`config.mk`:
```
export PLATFORM = sky130hd
export DESIGN_NAME = ec1_datapath_flat
export DESIGN_NICKNAME = d
export VERILOG_FILES = /design/src/rtl/ec1_datapath_if.sv /design/src/rtl/ec1_datapath.sv /design/src/flat_wrapper.sv
export SDC_FILE = /design/constraint.sdc
export NUM_CORES = 1
export LEC_CHECK = 0
export ABC_AREA = 0
export BUFFER_PORTS_ARGS = -buffer_cell sky130_fd_sc_hd__buf_2
export CAP_MARGIN = 20
export CORE_MARGIN = 5
export CORE_UTILIZATION = 35
export CTS_CLUSTER_SIZE = 28
export DETAILED_ROUTE_END_ITERATION = 12
export PLACE_DENSITY = 0.47
export SYNTH_ARGS = -nofsm -noshare
export SYNTH_HDL_FRONTEND = slang
export SYNTH_SLANG_ARGS = --single-unit
```
`constraint.sdc`:
```
create_clock -name Clock -period 6.9 [get_ports Clock]
set_input_delay 0.69 -clock Clock [delete_from_list [all_inputs] [get_ports Clock]]
set_output_delay 0.69 -clock Clock [all_outputs]
set_load 0.02 [all_outputs]
```
`src/rtl/ec1_datapath_if.sv`:
```
// Control/data bundle between the EC-1 control unit (master) and its datapath (slave).
// Signal names follow the original control-unit naming so the two sides line up one-to-one.
interface ec1_datapath_if;
    logic       IRload;
    logic       PCload;
    logic       JMPmux;
    logic       Meminst;
    logic       MemWr;
    logic       Aload;
    logic       Sub;
    logic       Halt;
    logic [1:0] Asel;
    logic [7:0] Input;
    logic       ProgWe;
    logic [4:0] ProgAddr;
    logic [7:0] ProgData;
    logic [2:0] IR;
    logic       Aeq0;
    logic       Apos;
    logic [7:0] Output;
    logic [4:0] PC;

    modport master (
        output IRload, PCload, JMPmux, Meminst, MemWr, Aload, Sub, Halt,
        output Asel, Input, ProgWe, ProgAddr, ProgData,
        input  IR, Aeq0, Apos, Output, PC
    );

    modport slave (
        input  IRload, PCload, JMPmux, Meminst, MemWr, Aload, Sub, Halt,
        input  Asel, Input, ProgWe, ProgAddr, ProgData,
        output IR, Aeq0, Apos, Output, PC
    );
endinterface

```
`src/rtl/ec1_datapath.sv`:
```
// EC-1 accumulator datapath: 32x8 memory, PC, instruction register, A register and add/sub ALU.
// Strobes from the control unit are applied at the rising edge; Reset wins over everything but program load.
module ec1_datapath (
    input  logic          Clock,
    input  logic          Reset,
    ec1_datapath_if.slave bus
);
    typedef enum logic [1:0] {
        ASEL_ALU   = 2'b00,
        ASEL_INPUT = 2'b01,
        ASEL_MEM   = 2'b10,
        ASEL_ZERO  = 2'b11
    } asel_e;

    logic [7:0] mem_q [32];
    logic [4:0] pc_q, pc_d;
    logic [7:0] ir_q, ir_d;
    logic [7:0] a_q, a_d;

    logic [4:0] mem_addr;
    logic [7:0] mem_rdata;
    logic [7:0] alu_result;
    logic       mem_we;
    logic [4:0] mem_waddr;
    logic [7:0] mem_wdata;

    assign mem_addr   = bus.Meminst ? pc_q : ir_q[4:0];
    assign mem_rdata  = mem_q[mem_addr];
    assign alu_result = bus.Sub ? (a_q - mem_rdata) : (a_q + mem_rdata);

    always_comb begin
        // NOTE: every next-state signal starts from its hold value so no path leaves it unassigned (no latch).
        pc_d = pc_q;
        ir_d = ir_q;
        a_d  = a_q;
        if (!bus.Halt) begin
            if (bus.IRload) ir_d = mem_rdata;
            if (bus.PCload) pc_d = bus.JMPmux ? ir_q[4:0] : pc_q + 5'd1;
            if (bus.Aload) begin
                case (asel_e'(bus.Asel))
                    ASEL_ALU:   a_d = alu_result;
                    ASEL_INPUT: a_d = bus.Input;
                    ASEL_MEM:   a_d = mem_rdata;
                    ASEL_ZERO:  a_d = 8'h00;
                    default:    a_d = a_q;
                endcase
            end
        end
    end

    // NOTE: state registers use non-blocking assignments so all of them sample pre-edge values.
    always_ff @(posedge Clock) begin
        if (Reset) begin
            pc_q <= 5'd0;
            ir_q <= 8'h00;
            a_q  <= 8'h00;
        end else begin
            pc_q <= pc_d;
            ir_q <= ir_d;
            a_q  <= a_d;
        end
    end

    // Program load owns the write port; a datapath store in the same cycle is dropped.
    always_comb begin
        mem_we    = 1'b0;
        mem_waddr = mem_addr;
        mem_wdata = a_q;
        if (bus.ProgWe) begin
            mem_we    = 1'b1;
            mem_waddr = bus.ProgAddr;
            mem_wdata = bus.ProgData;
        end else if (bus.MemWr && !bus.Halt && !Reset) begin
            mem_we = 1'b1;
        end
    end

    // NOTE: the memory array has no reset; program contents must survive a Reset.
    always_ff @(posedge Clock) begin
        if (mem_we) mem_q[mem_waddr] <= mem_wdata;
    end

    assign bus.IR     = ir_q[7:5];
    assign bus.PC     = pc_q;
    assign bus.Output = a_q;
    assign bus.Aeq0   = (a_q == 8'h00);
    assign bus.Apos   = !a_q[7] && (a_q != 8'h00);
endmodule

```
`src/flat_wrapper.sv`:
```
// flat-port wrapper written by rule: the top's interface ports become plain ports
module ec1_datapath_flat 
  (Clock, Reset, bus_IRload, bus_PCload, bus_JMPmux, bus_Meminst, bus_MemWr, bus_Aload, bus_Sub, bus_Halt, bus_Asel, bus_Input, bus_ProgWe, bus_ProgAddr, bus_ProgData, bus_IR, bus_Aeq0, bus_Apos, bus_Output, bus_PC);
  ec1_datapath_if bus_i ();
  input  logic Clock;
  input  logic Reset;
  input wire logic [$bits(bus_i.IRload)-1:0] bus_IRload;
  input wire logic [$bits(bus_i.PCload)-1:0] bus_PCload;
  input wire logic [$bits(bus_i.JMPmux)-1:0] bus_JMPmux;
  input wire logic [$bits(bus_i.Meminst)-1:0] bus_Meminst;
  input wire logic [$bits(bus_i.MemWr)-1:0] bus_MemWr;
  input wire logic [$bits(bus_i.Aload)-1:0] bus_Aload;
  input wire logic [$bits(bus_i.Sub)-1:0] bus_Sub;
  input wire logic [$bits(bus_i.Halt)-1:0] bus_Halt;
  input wire logic [$bits(bus_i.Asel)-1:0] bus_Asel;
  input wire logic [$bits(bus_i.Input)-1:0] bus_Input;
  input wire logic [$bits(bus_i.ProgWe)-1:0] bus_ProgWe;
  input wire logic [$bits(bus_i.ProgAddr)-1:0] bus_ProgAddr;
  input wire logic [$bits(bus_i.ProgData)-1:0] bus_ProgData;
  output wire logic [$bits(bus_i.IR)-1:0] bus_IR;
  output wire logic [$bits(bus_i.Aeq0)-1:0] bus_Aeq0;
  output wire logic [$bits(bus_i.Apos)-1:0] bus_Apos;
  output wire logic [$bits(bus_i.Output)-1:0] bus_Output;
  output wire logic [$bits(bus_i.PC)-1:0] bus_PC;
  assign bus_i.IRload = bus_IRload;
  assign bus_i.PCload = bus_PCload;
  assign bus_i.JMPmux = bus_JMPmux;
  assign bus_i.Meminst = bus_Meminst;
  assign bus_i.MemWr = bus_MemWr;
  assign bus_i.Aload = bus_Aload;
  assign bus_i.Sub = bus_Sub;
  assign bus_i.Halt = bus_Halt;
  assign bus_i.Asel = bus_Asel;
  assign bus_i.Input = bus_Input;
  assign bus_i.ProgWe = bus_ProgWe;
  assign bus_i.ProgAddr = bus_ProgAddr;
  assign bus_i.ProgData = bus_ProgData;
  assign bus_IR = bus_i.IR;
  assign bus_Aeq0 = bus_i.Aeq0;
  assign bus_Apos = bus_i.Apos;
  assign bus_Output = bus_i.Output;
  assign bus_PC = bus_i.PC;
  ec1_datapath u_core (.Clock(Clock), .Reset(Reset), .bus(bus_i));
endmodule
```
==> results.txt, run 1 <==
The share of cells above drive strength 1 came out at 16.0%. In this run the number of H-tree levels came out at 1. The worst-case vdd ir drop came out at 0.000185 V. The cell sitting at the root of the clock tree is a sky130_fd_sc_hd__clkbuf_16. The wire length after detailed routing is 34900 um. The final critical delay including setup and external delays came out at 5.37 ns. The port buffer count is 51. The number of instances resized during post-cts repair came out at 0. The via count of the first global-routing pass is 7715. Global routing finished with a remaining overflow of 0. The net count of the mapped netlist came out at 946. The final net count is 1002. The most used flip-flop cell after synthesis is sky130_fd_sc_hd__edfxtp_1. The area of the core region is 34500 um2. The unique cell type count in the Yosys netlist came out at 73. The detailed-route DRC error count came out at 0. The first-iteration detailed-routing DRC count came out at 576. The number of sinks handled by clock tree synthesis is 277. Measured against its own limit, the worst slew margin works out to 23.0%.

In this run the worst hold path is classified as register to register. The clock latency on the worst-skew pair is 0.56 ns. The maximum fanout count along the critical path is 45.

The first-pass iteration count of the detailed router is 5. The post-synthesis sequential area ratio came out at 66.2%. Max-cap violations in this run came to 0.

The number of antenna violations at the first check in global routing is 0. The power density over the cells is 276 nW/um2. For this run, asynchronously set or reset flops after synthesis account for 0%. The floorplan step defined a die boundary enclosing 38900 um2. The quantity of hold-fixing buffers added after cts is 0. The final setup skew is 0.0109 ns. Entering global routing, the biggest net connects 46 pins.

The detailed-route wire length per cell came out at 24.3 um. The final number of setup-violating endpoints came out at 0. The pre-CTS setup slack came out at 0.987 ns. STA classifies the critical path endpoint as a register. Total power for the finished layout comes to 3.84 mW. The required time of the critical path is 7.38 ns.

The placed wire-length estimate after detailed placement is 23600 um. The clock passes through at most 3 buffers. The synthesized design contains 277 register bits. The floorplan has 68 rows. Dividing the final minimum period by the clock period gives 77.8%. The post-synthesis instance area is 12300 um2.

Counting flops with a built-in enable in the synthesized netlist gives 256. The final core area utilization came out at 40.2%. For this run, the number of Yosys warnings is 0. The endpoint arrival time on the critical path came out at 5.85 ns.

The number of setup buffers added after CTS came out at 0. STA classifies the critical path startpoint as a register. The number of hold violations in the final report came out at 0. The number of ports placed on the die boundary is 52.

The cell leakage power is 4.61 nW. Setup repair after global routing left no endpoint under its margin. For this run, the total global-route usage over all layers was measured as 17.5%. The final hold slack came out at 0.460 ns. Once the floorplan was initialized, standard cells occupied 35.5% of the core. The final count of pins violating max slew is 0. The average vias per placed instance is 5.42. The first global-routing pass estimated 51200 um of wire.

TritonCTS built the clock tree. The transition time at the pin with the least slew margin is 1.15 ns. Buffers inserted during clock tree synthesis total 30.

Across all setup checks in the final design, the least slack found is 1.53 ns. The vias after detailed routing came out at 7772. The chip height is 197 um. The remaining antenna violation count is 0. The cell count after synthesis is 902.

The flow ran to the end, and the final reports show no timing, DRC or antenna violations. The final weighted congestion in routability-driven placement is 0.833. 0 antenna diodes ended up in the layout. The synthesis-to-finish area growth came out at 13.4%. The critical path in this run is classified as register to register. After clock tree synthesis, the clock-pin slew on the worst setup and hold paths is 0.06 ns. In this run the horizontal extent of the chip is 197 um. The setup total negative slack is 0 ns. Static timing analysis puts the maximum clock frequency at 0.186 GHz. Averaged over all synthesized cells, the footprint is 13.6 um2.
## metrics by stage
step,instance area (um2),instances
after floorplan,12300,902
final,13900,1435
after global routing,13900,1435
after CTS,13900,1431
after global placement,12900,1374
after detailed placement,13000,1377
## cell usage after synthesis, types with 14 or more instances
cell,instances,area share [%]
sky130_fd_sc_hd__inv_1,16,0.49
sky130_fd_sc_hd__nand3_1,36,1.5
sky130_fd_sc_hd__nor2b_1,15,0.77
sky130_fd_sc_hd__dfxtp_1,21,3.4
sky130_fd_sc_hd__nand2_1,127,3.9
sky130_fd_sc_hd__o21ai_0,14,0.57
sky130_fd_sc_hd__nor2_1,89,2.7
sky130_fd_sc_hd__nand2b_1,17,0.87
sky130_fd_sc_hd__mux4_2,23,4.2
sky130_fd_sc_hd__edfxtp_1,256,63
sky130_fd_sc_hd__nand4_1,17,0.87
sky130_fd_sc_hd__a21oi_1,26,1.1
sky130_fd_sc_hd__clkbuf_1,23,0.70
sky130_fd_sc_hd__mux2i_1,36,2.9
## final timing paths
kind	from	to	slack (ns)	cells after the start
worst min register to register	u_core.ir_q[7]	u_core.ir_q[7]	0.46	2
worst min-delay path	u_core.ir_q[7]	u_core.ir_q[7]	0.46	2
worst max register to register	u_core.bus.PC[1]	u_core.bus.Output[7]	1.53	18
worst max-delay path	u_core.bus.PC[1]	u_core.bus.Output[7]	1.53	18
## per-layer routing
metal  global-route usage [%]  vias to the layer above  routed length (um)  share of wire, %
li1                         -                     3579                   -                 -
met1                     26.3                     3924               16300                47
met2                     27.3                      223               15900                45
met3                     2.46                       46                1890               5.4
met4                     4.01                        0                 811               2.3
met5                        0                        -                   0                 0
## area by class of cell
class	count	area, um2
clock buffer	41	792
clock inverter	13	100
fill	3304	20600
inverter	16	60.1
multi-input combinational	561	3830
sequential	277	8110
tap	455	569
timing repair buffer	72	435
## cells in the final DEF, fill, tap and decap left out, drive strengths merged, types with 11 or more instances in the layout
cell and count:
nor2 89, a21oi 26, clkbuf 41, mux2i 37, nand2b 17, dfxtp 21, nor2b 15, o21ai 15
clkinv 11, edfxtp 256, nor3 11, a31oi 11, nand4 17, mux2 11, nand2 127, mux4 24
buf 72, inv 16, nand3 36
## kinds of logic (layout without fill, tap and decap cells)
| kind of cell | Yosys count | after routing | synth area share [%] |
|---|---|---|---|
| adder cells (fa/ha/maj) | 10 | 10 | 1.08 |
| AO/OA/AOI/OAI | 140 | 140 | 8.48 |
| XOR/XNOR | 9 | 9 | 0.756 |
| multiplexers | 72 | 72 | 8.57 |
| flip-flops | 277 | 277 | 66.2 |
| buffers and inverters | 64 | 142 | 2.72 |
| AND/OR/NAND/NOR | 330 | 330 | 12.2 |
## report_power, final
part	leakage (nW)	internal, mW	total, mW	switching (mW)
logic	1.68	0.161	0.457	0.297
clock network	0.429	0.837	1.48	0.646
registers	2.51	1.88	1.90	0.0217
total	4.61	2.87	3.84	0.964
## registers in the layout, indices dropped and copies added, names as in the netlist
register	cells
u_core.bus.Output	8
u_core.bus.PC	5
u_core.ir_q	8
u_core.mem_q	256
## critical path, cell delays in order (launching register included)
cell,delay [ns]
sky130_fd_sc_hd__dfxtp_1,0.71
sky130_fd_sc_hd__mux2_4,0.77
sky130_fd_sc_hd__buf_4,0.36
sky130_fd_sc_hd__mux4_2,0.33
sky130_fd_sc_hd__a32oi_1,0.37
sky130_fd_sc_hd__and4_1,0.41
sky130_fd_sc_hd__ha_1,0.17
sky130_fd_sc_hd__nor2_1,0.04
sky130_fd_sc_hd__a21oi_1,0.20
sky130_fd_sc_hd__inv_1,0.07
sky130_fd_sc_hd__ha_1,0.26
sky130_fd_sc_hd__nor2b_1,0.12
sky130_fd_sc_hd__o21ai_0,0.21
sky130_fd_sc_hd__a21oi_1,0.13
sky130_fd_sc_hd__o21a_1,0.19
sky130_fd_sc_hd__o41ai_1,0.32
sky130_fd_sc_hd__xnor3_1,0.29
sky130_fd_sc_hd__nand4bb_1,0.20
sky130_fd_sc_hd__o211ai_1,0.12
(Power assumes the default switching activity.)
==> run 2: changes to the inputs <==
--- a/config.mk
+++ b/config.mk
@@ -5,7 +5,7 @@
 export SDC_FILE = /design/constraint.sdc
 export NUM_CORES = 1
 export LEC_CHECK = 0
-export ABC_AREA = 0
+export ABC_AREA = 1
 export BUFFER_PORTS_ARGS = -buffer_cell sky130_fd_sc_hd__buf_2
 export CAP_MARGIN = 20
 export CORE_MARGIN = 5
==> constraint.sdc (replaced) <==
create_clock -name Clock -period 5.1 [get_ports Clock]
set_input_delay 0.51 -clock Clock [delete_from_list [all_inputs] [get_ports Clock]]
set_output_delay 0.51 -clock Clock [all_outputs]
set_load 0.02 [all_outputs]
==> run 2 against run 1 <==
Register-to-register slack lost 0.44 ns. Setup slack lost 0.44 ns. Wire length rose by 1.1%. Sequential share of layout area shrank 2.9 points. Maximum frequency rose by 34%. Sequential cell count did not move. Clock power is 41% higher. Utilization shrank 0.21 points. Sequential power rose by 35%. Total power grew 40%. Via count increased by 18%. Highest routed layer unchanged.
==> results.txt, run 2 <==
The effective utilization at floorplan came out at 35.3%. The die outline width came out at 202 um. Summed over all layers, the routed wires come to 35200 um.

Leaving out fill and tap cells, the most frequent cell in the layout is sky130_fd_sc_hd__nand2_1. The pre-antenna-repair detailed-routing pass consisted of 5 iterations. The layout has 3666 filler cells.

The final count of pins violating max slew is 0. The worst-case vdd ir drop is 0.000255 V. Traced cell by cell, the critical path runs through o21ai_4 -> buf_12 -> buf_12 -> nand3_1 -> nand3_1 -> nand3_1 -> nand2_1 -> nand2_1 -> nand2_1 -> nor2_1 -> inv_1 -> o21ai_1 -> xor2_1 -> ha_1 -> nand2_1 -> o21ai_0 -> a21oi_1 -> xor2_1 -> nand3b_1 -> nand2_1 -> inv_1 -> nand3_1 -> nand3_1 -> a21oi_1. Using the TritonRoute via totals, the vias-per-cell ratio works out to 4.92.

The delay contributed by the slowest stage of the critical path is 0.46 ns. The synthesis-to-finish area growth is 13.3%. The first-iteration detailed-routing DRC count came out at 545.

The via count of the first global-routing pass is 8742. The number of storage elements in the synthesis netlist is 277. Registers take 8110 um2. The commonest register cell after synthesis is sky130_fd_sc_hd__edfxtp_1. After clock tree synthesis, the repair step resized 0 gates.

The area of the core region is 36500 um2. The net count of the mapped netlist came out at 1369. The placed wire-length estimate after detailed placement came out at 22500 um.

The register containing the most flip-flops in the final layout is u_core.mem_q. The detailed-route DRC error count is 0. TritonCTS built the clock tree. The worst hold path belongs to the class primary input to register. Sorting the synthesized cells by how often they occur yields 385 x sky130_fd_sc_hd__nand2_1, 256 x sky130_fd_sc_hd__edfxtp_1, 217 x sky130_fd_sc_hd__nand3_1.

The number of setup buffers added after CTS is 0. The number of inserted diodes came out at 0. The register with the most flip-flops in the layout has 256 of them. The cell family with the largest share of critical-path delay is simple AND/OR/NAND/NOR gates. The remaining max-slew budget at the tightest pin came out at 37.5%. By area the synthesized netlist is led by sky130_fd_sc_hd__edfxtp_1 60%, sky130_fd_sc_hd__nand2_1 11%, sky130_fd_sc_hd__nand3_1 8.4%, sky130_fd_sc_hd__inv_1 5.9%, sky130_fd_sc_hd__dfxtp_1 3.3%. The number of flops mapped to enable cells by yosys came out at 256. For this run, the total global-route usage over all layers was measured as 17.0%.

The chip height is 202 um. For this run, the top clock speed supported by timing is 0.249 GHz. The max-cap violation count is 0.

The worst setup path is launched from a register. The clock latency on the worst-skew pair came out at 0.57 ns. 52 I/O pins were placed. The vias after detailed routing is 9166. The highest-delay cell along the critical path is sky130_fd_sc_hd__o21ai_4. The number of levels in the clock H-tree came out at 1.

The port buffer count is 51. By instance count, the leading cell after synthesis is sky130_fd_sc_hd__nand2_1. The final hold slack came out at 0.177 ns. The cell leakage power is 6.01 nW. Of all cell types, the one taking the most synthesized area is sky130_fd_sc_hd__edfxtp_1. The final net count is 1416. The endpoint arrival time on the critical path came out at 4.51 ns. Of all nets on the critical path, the largest fanout is 20. The required time of the critical path is 5.60 ns. The clock arrives with 0.0184 ns of skew. The area of the multi-input gates came out at 3700 um2. The count of nets left with antenna violations once routing finished came out at 0. The number of buffer and inverter instances along the worst setup path came out at 4.

The number of antenna violations at the first check in global routing is 0. The setup total negative slack came out at 0 ns. The endpoint type of the worst setup path is a register. The final number of setup-violating endpoints came out at 0. In the final routed layout, each cell accounts on average for 18.9 um. The first global-routing pass estimated 54100 um of wire. The fraction of post-synthesis cell area in the top cell type by area came out at 59.6%.

Each instance of the synthesized netlist takes up on average 9.74 um2. The quantity of hold-fixing buffers added after cts is 0. The power density over the cells came out at 368 nW/um2. The maximum buffer depth of the clock tree is 3. The share of cells above drive strength 1 is 10.1%. The TritonCTS buffer count came out at 30. The global route total overflow is 0. The tree is rooted in a sky130_fd_sc_hd__clkbuf_16. The cell count after synthesis came out at 1325. The floorplan has 70 rows. The post-synthesis sequential area ratio is 62.8%. The final critical delay including setup and external delays came out at 4.01 ns. Dividing the final minimum period by the clock period gives 78.6%. The worst setup path is of the register to register kind. The number of hold violations in the final report was 0. The proportion of register bits with asynchronous set or reset after synthesis is 0%. During synthesis, Yosys emitted a total of 0 warnings.

After synthesis the cells add up to 12900 um2. The transition time at the pin with the least slew margin is 0.933 ns. Setup repair after global routing left no endpoint under its margin.

The flow ran to the end, and the final reports show no timing, DRC or antenna violations. The maximum number of pins on one net before global-route repair came out at 79. The top cell types in the final layout, fill and taps aside, are 384 x sky130_fd_sc_hd__nand2_1, 256 x sky130_fd_sc_hd__edfxtp_1, 217 x sky130_fd_sc_hd__nand3_1, 203 x sky130_fd_sc_hd__inv_1, 51 x sky130_fd_sc_hd__buf_2. The number of sinks handled by clock tree synthesis came out at 277.

The clock slew seen by the registers of the worst setup and hold paths came out at 0.06 ns. The unique cell type count in the Yosys netlist is 36. The die area came out at 40800 um2. The final weighted congestion in routability-driven placement came out at 0.834.
==> run 2: cell count changes after synthesis, moves of 11 or more <==
| cell | before | now |
|---|---|---|
| sky130_fd_sc_hd__nand2_1 | 127 | 385 |
| sky130_fd_sc_hd__o21ai_0 | 14 | 32 |
| sky130_fd_sc_hd__nand3_1 | 36 | 217 |
| sky130_fd_sc_hd__clkbuf_1 | 23 | 9 |
| sky130_fd_sc_hd__mux2i_1 | 36 | 0 |
| sky130_fd_sc_hd__nand3b_1 | 0 | 12 |
| sky130_fd_sc_hd__inv_1 | 16 | 203 |
| sky130_fd_sc_hd__nand4_1 | 17 | 1 |
| sky130_fd_sc_hd__mux4_2 | 23 | 0 |
| sky130_fd_sc_hd__nor2b_1 | 15 | 0 |
| sky130_fd_sc_hd__buf_2 | 10 | 27 |
| sky130_fd_sc_hd__nor2_1 | 89 | 50 |
| sky130_fd_sc_hd__nand2b_1 | 17 | 0 |
| sky130_fd_sc_hd__buf_4 | 4 | 15 |
==> run 2: layout make-up <==
type | count | area share [%]
clock buffers | 37 | 5.32
clock inverters | 19 | 1.04
inverters | 205 | 5.26
multi-input cells | 784 | 25.3
flip-flops and latches | 277 | 55.5
well taps | 468 | 4.01
repair buffers | 74 | 3.61
==> run 2: cells by family (layout without fill, tap and decap cells) <==
| kind of cell | after synthesis | in the layout | synth area share, % |
|---|---|---|---|
| compound gates | 82 | 82 | 3.89 |
| flops | 277 | 277 | 62.8 |
| simple gates | 681 | 681 | 22.7 |
| buf+inv | 264 | 335 | 8.81 |
| xor+xnor | 11 | 11 | 0.747 |
| fa+ha+maj | 10 | 10 | 1.03 |
==> run 2: metal layers <==
layer  routed length, um  vias to the layer above  global-route usage [%]
met2               16800                      192                    27.8
met1               16000                     4463                    23.7
met4                 737                        0                    4.42
met3                1710                       46                    2.50
li1                    -                     4465                       -
met5                   0                        -                       0
==> run 2: worst paths after layout <==
check	start	to	slack [ns]	depth (start not counted)
worst min-delay path	Reset	u_core.bus.PC[4]	0.18	2
worst min register to register	u_core.bus.PC[4]	u_core.bus.PC[4]	0.52	2
worst max register to register	u_core.ir_q[1]	u_core.bus.Output[7]	1.09	24
worst max-delay path	u_core.ir_q[1]	u_core.bus.Output[7]	1.09	24
==> run 2: report_power, final <==
| group | internal [mW] | total (mW) | switching (mW) |
|---|---|---|---|
| clock network | 1.18 | 2.08 | 0.903 |
| logic | 0.222 | 0.744 | 0.522 |
| registers | 2.54 | 2.56 | 0.0194 |
==> run 2: metrics by stage <==
stage / setup WS (ns) / instance area, um2 / cells / total power [mW] / util (%)
after CTS: 1.08 / 14600 / 1864 / 5.45 / 40.0
after global routing: 0.726 / 14600 / 1864 / 5.62 / 40.0
final: 1.09 / 14600 / 1864 / 5.38 / 40.0
after detailed placement: 0.748 / 13700 / 1808 / 3.36 / 37.5
after global placement: 0.761 / 13700 / 1808 / 3.36 / 37.5
after floorplan: 1.61 / 12900 / 1325 / 3.09 / -
